### src/rtl/phy_status_poller.sv
// Periodic MIIM reader of PHY BMSR/BMCR that publishes decoded link status.
// Each poll does three reads (BMSR discard, BMSR keep, BMCR keep) and updates the status outputs together.
//
// state       | meaning
// ------------+-----------------------------------------------------------
// S_IDLE      | waiting for a pending poll tick while enable=1
// S_REQ       | regad driven; pulses miim_rden as soon as the engine is idle
// S_WAIT_BUSY | waiting for the engine to go busy (or an early data strobe)
// S_WAIT_DATA | waiting for the read-data strobe
// S_NEXT      | advance to the next read, or go on to commit
// S_COMMIT    | publish captured status, pulse link_change if needed
module phy_status_poller #(
    parameter logic [4:0]  PHY_ADDR = 5'd0,
    parameter int unsigned POLL_DIV = 1_000_000,
    parameter int unsigned TIMEOUT  = 4096
) (
    input  logic        clk,
    input  logic        rst,
    input  logic        enable,
    output logic [4:0]  miim_phyad,
    output logic [4:0]  miim_regad,
    output logic        miim_rden,
    input  logic        miim_busy,
    input  logic [15:0] miim_rddata,
    input  logic        miim_rddata_valid,
    output logic        link_up,
    output logic        an_complete,
    output logic        speed_100,
    output logic        full_duplex,
    output logic        status_valid,
    output logic        link_change,
    output logic        timeout_err
);

    typedef enum logic [2:0] {
        S_IDLE,
        S_REQ,
        S_WAIT_BUSY,
        S_WAIT_DATA,
        S_NEXT,
        S_COMMIT
    } state_t;

    localparam logic [23:0] POLL_LAST = 24'(POLL_DIV - 1);
    localparam logic [15:0] TMO_LOAD  = 16'(TIMEOUT - 1);

    state_t      state, state_nxt;
    logic [23:0] poll_cnt;
    logic        poll_tick;
    logic        pending;
    logic [1:0]  step;
    logic [15:0] tmo_cnt;
    logic        in_wait;
    logic        tmo_hit;
    logic        start;
    logic        enter_req;
    logic        capture;
    logic        bmsr_link, bmsr_an, bmcr_spd, bmcr_fd;
    logic        unused_rddata;

    assign poll_tick  = (poll_cnt == POLL_LAST);
    assign in_wait    = (state == S_REQ) || (state == S_WAIT_BUSY) || (state == S_WAIT_DATA);
    assign tmo_hit    = in_wait && (tmo_cnt == 16'd0);
    assign start      = (state == S_IDLE) && pending && enable;
    assign enter_req  = start || ((state == S_NEXT) && (step != 2'd2));
    assign miim_phyad = PHY_ADDR;
    // Steps 0 and 1 read BMSR (reg 1), step 2 reads BMCR (reg 0).
    assign miim_regad = (in_wait && (step != 2'd2)) ? 5'd1 : 5'd0;

    assign unused_rddata = ^{miim_rddata[15:14], miim_rddata[12:9], miim_rddata[7:6],
                             miim_rddata[4:3], miim_rddata[1:0]};

    always_ff @(posedge clk) begin
        if (!rst) begin
            state <= S_IDLE;
        end else begin
            state <= state_nxt;
        end
    end

    always_comb begin
        state_nxt = state;
        miim_rden = 1'b0;
        capture   = 1'b0;
        case (state)
            S_IDLE: begin
                if (start) state_nxt = S_REQ;
            end
            S_REQ: begin
                if (tmo_hit) begin
                    state_nxt = S_IDLE;
                end else if (!miim_busy) begin
                    miim_rden = 1'b1;
                    state_nxt = S_WAIT_BUSY;
                end
            end
            S_WAIT_BUSY: begin
                if (tmo_hit) begin
                    state_nxt = S_IDLE;
                end else if (miim_rddata_valid) begin
                    capture   = 1'b1;
                    state_nxt = S_NEXT;
                end else if (miim_busy) begin
                    state_nxt = S_WAIT_DATA;
                end
            end
            S_WAIT_DATA: begin
                if (tmo_hit) begin
                    state_nxt = S_IDLE;
                end else if (miim_rddata_valid) begin
                    capture   = 1'b1;
                    state_nxt = S_NEXT;
                end
            end
            S_NEXT:   state_nxt = (step == 2'd2) ? S_COMMIT : S_REQ;
            S_COMMIT: state_nxt = S_IDLE;
            default:  state_nxt = S_IDLE;
        endcase
    end

    always_ff @(posedge clk) begin
        if (!rst) begin
            poll_cnt     <= 24'd0;
            pending      <= 1'b0;
            step         <= 2'd0;
            tmo_cnt      <= 16'd0;
            bmsr_link    <= 1'b0;
            bmsr_an      <= 1'b0;
            bmcr_spd     <= 1'b0;
            bmcr_fd      <= 1'b0;
            link_up      <= 1'b0;
            an_complete  <= 1'b0;
            speed_100    <= 1'b0;
            full_duplex  <= 1'b0;
            status_valid <= 1'b0;
            link_change  <= 1'b0;
            timeout_err  <= 1'b0;
        end else begin
            poll_cnt    <= poll_tick ? 24'd0 : poll_cnt + 24'd1;
            pending     <= poll_tick | (pending & ~start);
            link_change <= 1'b0;

            if (start) begin
                step <= 2'd0;
            end else if ((state == S_NEXT) && (step != 2'd2)) begin
                step <= step + 2'd1;
            end

            if (enter_req) begin
                tmo_cnt <= TMO_LOAD;
            end else if (in_wait && (tmo_cnt != 16'd0)) begin
                tmo_cnt <= tmo_cnt - 16'd1;
            end

            // The first BMSR read only flushes the latched-low link bit.
            if (capture && (step == 2'd1)) begin
                bmsr_link <= miim_rddata[2];
                bmsr_an   <= miim_rddata[5];
            end
            if (capture && (step == 2'd2)) begin
                bmcr_spd <= miim_rddata[13];
                bmcr_fd  <= miim_rddata[8];
            end

            if (tmo_hit) timeout_err <= 1'b1;

            if (state == S_COMMIT) begin
                link_up      <= bmsr_link;
                an_complete  <= bmsr_an;
                speed_100    <= bmcr_spd;
                full_duplex  <= bmcr_fd;
                status_valid <= 1'b1;
                timeout_err  <= 1'b0;
                link_change  <= status_valid && (bmsr_link != link_up);
            end
        end
    end

endmodule

### config.mk
export PLATFORM = sky130hd
export DESIGN_NAME = phy_status_poller
export DESIGN_NICKNAME = d
export VERILOG_FILES = /design/src/rtl/phy_status_poller.sv
export SDC_FILE = /design/constraint.sdc
export NUM_CORES = 1
export LEC_CHECK = 0
export ABC_AREA = 0
export BUFFER_PORTS_ARGS = -buffer_cell sky130_fd_sc_hd__buf_2
export CORE_UTILIZATION = 60
export DETAILED_ROUTE_END_ITERATION = 12
export GPL_TIMING_DRIVEN = 0
export PLACE_DENSITY_LB_ADDON = 0.3
export SYNTH_ARGS = -nofsm -noshare
export SYNTH_HDL_FRONTEND = slang
export SYNTH_SLANG_ARGS = --single-unit
### constraint.sdc
create_clock -name clk -period 5.9 [get_ports clk]
set_input_delay 0 -clock clk [delete_from_list [all_inputs] [get_ports clk]]
set_output_delay 0 -clock clk [all_outputs]
set_load 0.01 [all_outputs]
==> impl_results.md, run 1 <==
* Placed wire-length estimate at approximately 4500 um
* Placed insts at 412
* Crit-path cells: or4_1, buf_2, o41ai_2, nor4b_1, buf_2
* Post-synthesis sequential area ratio at 39.4%
* Clk pwr share at a little over two fifths
* Utilization after layout at 73.1%
* Critical path capture point type: output port
* Psw at around 0.18 mW
* Synth Area in Adders at 2.16%
* Post-synthesis cell type count at 50
* Crit-path max FO at 8
* Layout cells sized above 1 at approximately 14%
* Rel. slew slack at a little over half
* Leakage Power at 1.21 nW
* Ports at 39
* Drt total wl at between 6000 and 7000 um
* IO buf count at 16
* WHS at 0.0774 ns
* RSZ-0062 raised after global routing: false
* Synth Flop Type: dfxtp_1
* Worst hold path type: input pin to flip-flop
* Reg power frac at between 50% and 60%
* Maximum VDD drop at 176 uV
* Die span in y at ~71 um
* 1st-iter DRT viols at approximately 300
* DIE AREA at 5100 um2
* Combinational fraction of design power at 3.7%
* Post-Synth Simple-Gate Area at 28.3%
* Clk pin slew, worst setup/hold paths at ~0.070 ns
* Mapped Area at around 2900 um2
* Yosys reg bits at 57
* WL/cell at 15.3 um
* Max Buffers Root-to-Sink at 2
* First-pass GRT wire length at roughly 11,000 um
* Post-CTS resize count at 0
* Most common cell in the synthesized netlist: dfxtp_1
* Vias in the first global route at about 2,500
* Largest net degree at the start of global routing at 11
* Mux contribution to synthesized area at 1.73%
* Fmax at ~430 MHz
* Worst setup SP type: flip-flop
* Area delta synth->final at 13.8%
* CTS tree: done
* Endpoints failing setup at 0
* Post-DR vias/cell at 6.32
* Family with the most delay on the worst path: simple AND/OR/NAND/NOR gates
* Die width at roughly 71 um
* Critical path buffers and inverters at 2
* Compound-cell area share of the yosys netlist at between 10% and 20%
* Gr ovfl total at 0
* Slowest CP cell: o41ai_2
* Clock sink count at 57
* Htree depth at 3
* Ys Warns at 0
* Combinational family with the most area after synthesis: simple AND/OR/NAND/NOR gates
* Pwr Density at between 200 and 250 nW/um2
* First-pass DRT Iterations at 5
* Post-CTS setup buffers at 0
* Final Cycle Share at 39.6%
* Std cell rows at 24
* Root Buffer: clkbuf_8
* CP Data Arrival Time at between 2 and 2.5 ns
* DRC at 0
* Dominant cells by area after synthesis: dfxtp_1 39%, o31ai_1 4.7%, or4_1 4.4%, a21oi_1 4.3%, nand4_1 3.7%
* Worst-margin pin slew at roughly 0.68 ns
* P_int at about 0.56 mW
* Cts bufs inserted at 9
* Status: completed
* Number of buffers inserted by hold repair at cts at 5
* FF+latch area at approximately 1100 um2
* Antenna violations before repair at 0
* Area of the multi-input gates at approximately 1600 um2
* Nets@finish at about 400
* Synthesized area per cell at 8.61 um2
* Synth Area in XOR/XNOR at 3.63%
* Synthesized instance count at 336
* Synth top cells by count: 57 x dfxtp_1, 28 x nor2_1, 25 x a21oi_1, 18 x o31ai_1
* Antenna cells at 0
* Detail Route Antenna Nets at 0
* Leading area contributor after synthesis: dfxtp_1
* Core Footprint at ~4500 um2
* Clk_skew at 0.00745 ns
* Critical path type: flip-flop to output port
* Max Cap Viol at 0
* Post-synth EDFFs at 0
* Crit path top cell by count: buf_2
* Clock Latency Late Sink at between 0.3 and 0.4 ns
* Fin crit period at around 2.3 ns
* Final Hold Fails at 0
* CP peak stage delay at between 0.6 and 0.7 ns
* Setup_tns at 0 ns
* Fillcell total at 341
* Final Instance Count excl. Fillers at about 430
* Gr usage total at between 20% and 30%
* Placer Congestion at approximately 0.84
* Starting density of the core at approximately 64%
* Synth top area share at between 30% and 40%
* Via count at 2,737
* Req. time, crit path at about 5.9 ns
* Net Sw Frac at approximately a quarter
* Fin. max-slew vios at 0
* Share of flip-flops with an asynchronous set or reset at 0%
## sequential cells by signal, indices dropped and copies added, names as in the netlist, 2 cells and up
name and count:
tmo_cnt 16, state 3, step 2, poll_cnt 24
## worst register-to-register path: cells and delay by family, from the launching register on
kind            cells  cell delay [ns]
compound gates      1             0.61
buf+inv             2             0.57
flops               1             0.41
simple gates        3             0.49
## power by group through the flow
stage	logic, mW	registers, mW	clock network [mW]
2_1_floorplan	0.0170	0.396	0
3_3_place_gp	0.0238	0.396	0
3_5_place_dp	0.0242	0.396	0
4_1_cts	0.0270	0.388	0.326
5_1_grt	0.0299	0.388	0.349
6_report	0.0275	0.388	0.320
## metrics by stage
stage	total power [mW]	instance area (um2)	setup slack, ns
6_report	0.735	3290	3.56
5_1_grt	0.767	3290	3.46
4_1_cts	0.741	3290	3.59
3_5_place_dp	0.421	3070	3.75
3_3_place_gp	0.420	3070	3.76
2_1_floorplan	0.413	2920	4.02
## routing by layer
metal | share of wire (%) | routed length [um] | track usage (%)
met5 | 0 | 0 | 0
met4 | 1.8 | 121 | 11.1
met3 | 4.5 | 300 | 9.28
met2 | 50 | 3290 | 46.1
met1 | 44 | 2910 | 33.7
## cell families after synthesis
family / Yosys count
adders and majority gates: 5
and+or+nand+nor: 139
AOI/OAI and AO/OA: 80
muxes: 5
xor gates and xnor gates: 12
other: 1
buffers and inverters: 37
DFF: 57
## cell type report
type	instances	area share, %
buffer	24	3.95
sequential	57	34.7
clock inverter	5	0.951
tap	52	1.98
clock buffer	11	4.30
inverter	13	1.48
multi-input combinational	250	48.7
timing repair buffer	21	3.95
## layout by cell type (no fill, tap or decap), types with 6 or more instances in the layout
| cell | instances |
|---|---|
| or4_1 | 17 |
| a211oi_1 | 6 |
| buf_4 | 9 |
| o21ai_0 | 9 |
| xor2_1 | 9 |
| o31ai_1 | 18 |
| nand3_1 | 11 |
| conb_1 | 9 |
| a31oi_1 | 7 |
| buf_2 | 21 |
| clkbuf_1 | 10 |
| or3_1 | 9 |
| nor3_1 | 6 |
| nand4_1 | 17 |
| nor4_1 | 6 |
| a21oi_1 | 25 |
| clkbuf_8 | 10 |
| dfxtp_1 | 57 |
| nand2_1 | 17 |
| nor2_1 | 28 |
| inv_1 | 13 |
## worst paths after layout
check | end | slack [ns] | cells after the start | startpoint
max reg2reg | poll_cnt[2] | 3.72 | 6 | poll_cnt[2]
max | miim_rden | 3.56 | 5 | tmo_cnt[10]
min | state[0] | 0.08 | 4 | miim_rddata_valid
min reg2reg | poll_cnt[0] | 0.45 | 1 | poll_cnt[0]
Power figures use the tool's default switching activity.
==> inputs of run 2 (changes only) <==
--- a/config.mk
+++ b/config.mk
@@ -7,7 +7,7 @@
 export LEC_CHECK = 0
 export ABC_AREA = 0
 export BUFFER_PORTS_ARGS = -buffer_cell sky130_fd_sc_hd__buf_2
-export CORE_UTILIZATION = 60
+export CORE_UTILIZATION = 57
 export DETAILED_ROUTE_END_ITERATION = 12
 export GPL_TIMING_DRIVEN = 0
 export PLACE_DENSITY_LB_ADDON = 0.3
==> constraint.sdc (replaced) <==
create_clock -name clk -period 2.2 [get_ports clk]
set_input_delay 0 -clock clk [delete_from_list [all_inputs] [get_ports clk]]
set_output_delay 0 -clock clk [all_outputs]
set_load 0.01 [all_outputs]
==> run 2 against run 1 <==
Net effect: global-route usage fell by 0.23 points; clock power grew to 3.2 times the previous value; largest power group unchanged; cell count is 4.2% higher; critical path depth shrank 1; via count is 1.8% higher; core utilization down 2.8 points.
==> impl_results.md, run 2 (synthesis results as in run 1) <==
* Status: completed
* Utilization after layout at 70.3% (-2.8 points)
* Antenna violations before repair at 0 (unchanged)
* Final worst slack at 0.146 ns (-3.42 ns)
* Total power at 2.14 mW (+190%)
* Die width at 73.2 um (+2.5%)
* Nets@finish at 405 (+0.75%)
* Most frequent cells in the layout: 57 x dfxtp_1, 28 x nor2_1, 25 x a21oi_1
* Critical path buffers and inverters at 1 (-1)
* Core Footprint at 4820 um2 (+6.9%)
* Largest register FFs at 24 (unchanged)
* Critical path type: flip-flop to output port
* Max Cap Viol at 0 (unchanged)
* Crit-path max FO at 7 (-1)
* Worst r2r src: tmo_cnt[8]
* Vias in the first global route at 2,574 (+4.0%)
* Placed wire-length estimate at 4500 um (+1.1%)
* Worst hold path type: input pin to flip-flop
* Clock sink count at 57 (unchanged)
* Detail Route Antenna Nets at 0 (unchanged)
* First-pass DRT Iterations at 5 (unchanged)
* Largest net degree at the start of global routing at 11 (unchanged)
* Final Cycle Share at between 90% and 100%
* Drt total wl at 6830 um (+3.1%)
* Fillcell total at 399 (+17%)
* Clk pin slew, worst setup/hold paths at 0.06 ns (about the same)
* Max Buffers Root-to-Sink at 2 (unchanged)
* Final Hold Fails at 0 (unchanged)
* Top flop regs: poll_cnt: 24 flops, tmo_cnt: 16 flops, state: 3 flops
* Family with the most delay on the worst path: simple AND/OR/NAND/NOR gates
* Std cell rows at 25 (+4.2%)
* CP Depth at 4 (-1)
* Leakage Power at 1.24 nW (+2.9%)
* Worst setup SP type: flip-flop
* FF+latch area at 1140 um2 (unchanged)
* IO buf count at 16 (unchanged)
* Fin crit period at between 2 and 2.5 ns
* Worst-margin pin slew at 0.614 ns (-0.0623 ns)
* Via count at 2,786 (+1.8%)
* Crit-path cells: or4_1, o41ai_4, nor4b_1, buf_2
* Root Buffer: clkbuf_8
* Setup Slack @ Placement at 0.0779 ns (-3.67 ns)
* CTS tree: done
* Worst-case reg-to-reg path depth at 5 (-1)
* Biggest register: poll_cnt
* Gr ovfl total at 0 (unchanged)
* Critical path capture point type: output port
* Setup crit start: tmo_cnt[2]
* Clock Latency Late Sink at 0.34 ns (about the same)
* Reg2reg end: tmo_cnt[13]
* Pwr Density at 631 nW/um2 (+180%)
* Cts bufs inserted at 9 (unchanged)
* Starting density of the core at 60.1% (-4.2 points)
* Htree depth at 3 (unchanged)
* Slowest CP cell: or4_1
* Fin. max-slew vios at 0 (unchanged)
* Fmax at 487 MHz
* WL/cell at 15.1 um (-0.98%)
* Placer Congestion at 0.902 (+7.6%)
* WHS at 0.0375 ns (-0.0398 ns)
* Layout cells sized above 1 at 14.8% (+0.67 points)
* Die span in y at 73.2 um (+2.5%)
* Area of the multi-input gates at 1620 um2 (+1.2%)
* First-pass GRT wire length at 11,400 um (+2.4%)
* Endpoints failing setup at 0 (unchanged)
* CP Data Arrival Time at 2.05 ns (-0.29 ns)
* Gr usage total at 27.7% (-0.23 points)
* Rel. slew slack at 58.5% (+4.2 points)
* Area delta synth->final at 17.0%
* Maximum VDD drop at 429 uV (+140%)
* Post-DR vias/cell at 6.18 (-2.3%)
* Flop-to-flop setup slack at 0.19 ns (-3.53 ns)
* Clk_skew at 0.00980 ns (+0.00235 ns)
* 1st-iter DRT viols at 280 (-5.4%)
* CP peak stage delay at 0.66 ns (+0.03 ns)
* Crit path to: miim_rden
* Ports at 39 (unchanged)
* Commonest non-fill, non-tap cell in the layout: dfxtp_1
* Antenna cells at 0 (unchanged)
* Req. time, crit path at 2.20 ns (-3.70 ns)
* DRC at 0 (unchanged)
* DIE AREA at 5360 um2 (+5.1%)
run 2: cell types whose count changed in the layout (fill, tap and decap cells not counted), sizes merged:
cell and delta:
buf +3, clkbuf +3, clkinv -3, bufinv +1, clkinvlp -1
run 2: tightest hold or removal path: stages:
cell	delay [ns]
clkbuf_1	0.20
nand2_1	0.10
nor2_1	0.04
run 2: per-layer routing:
layer	wire length [um]	global-route usage [%]
met5	0	0
met4	178	12.0
met3	265	9.81
met2	3400	45.4
met1	2990	32.7
run 2: per-stage QoR:
stage               std cells  setup TNS (ns)  instance area, um2
global placement          427               0                3090
CTS                       448               0                3360
finish                    451               0                3390
global route              451         -0.0138                3390
detailed placement        427               0                3090
floorplan                 344               0                2920
run 2: worst min path at each step:
stage / cells past startpoint / from / to
detailed placement: 3 / miim_rddata[2] / bmsr_link
global placement: 3 / miim_rddata[5] / bmsr_an
global route: 3 / rst / timeout_err
floorplan: 1 / miim_busy / miim_rden
CTS: 3 / rst / timeout_err
finish: 3 / rst / timeout_err
run 2: where the power goes:
part	total [mW]	internal, mW	leakage (nW)	switching, mW
Sequential	1.04	1.04	0.459	0.00375
Clock	1.02	0.615	0.107	0.410
Combinational	0.0726	0.0305	0.677	0.0421
run 2: what timing repair did:
item / 4_1_cts / 5_1_grt
pin swaps: 0 / 2
setup buffers: 0 / 3
gates resized for setup: 1 / 3
setup endpoints to repair: 1 / 27
hold endpoints to repair: 5 / 0
hold buffers: 5 / 0
run 2: area by class of cell:
class | count | share of cell area (%)
clock inverter | 2 | 1.03
multi-input combinational | 250 | 47.9
inverter | 13 | 1.44
tap | 67 | 2.48
clock buffer | 14 | 5.10
buffer | 24 | 3.84
sequential | 57 | 33.7
timing repair buffer | 24 | 4.51
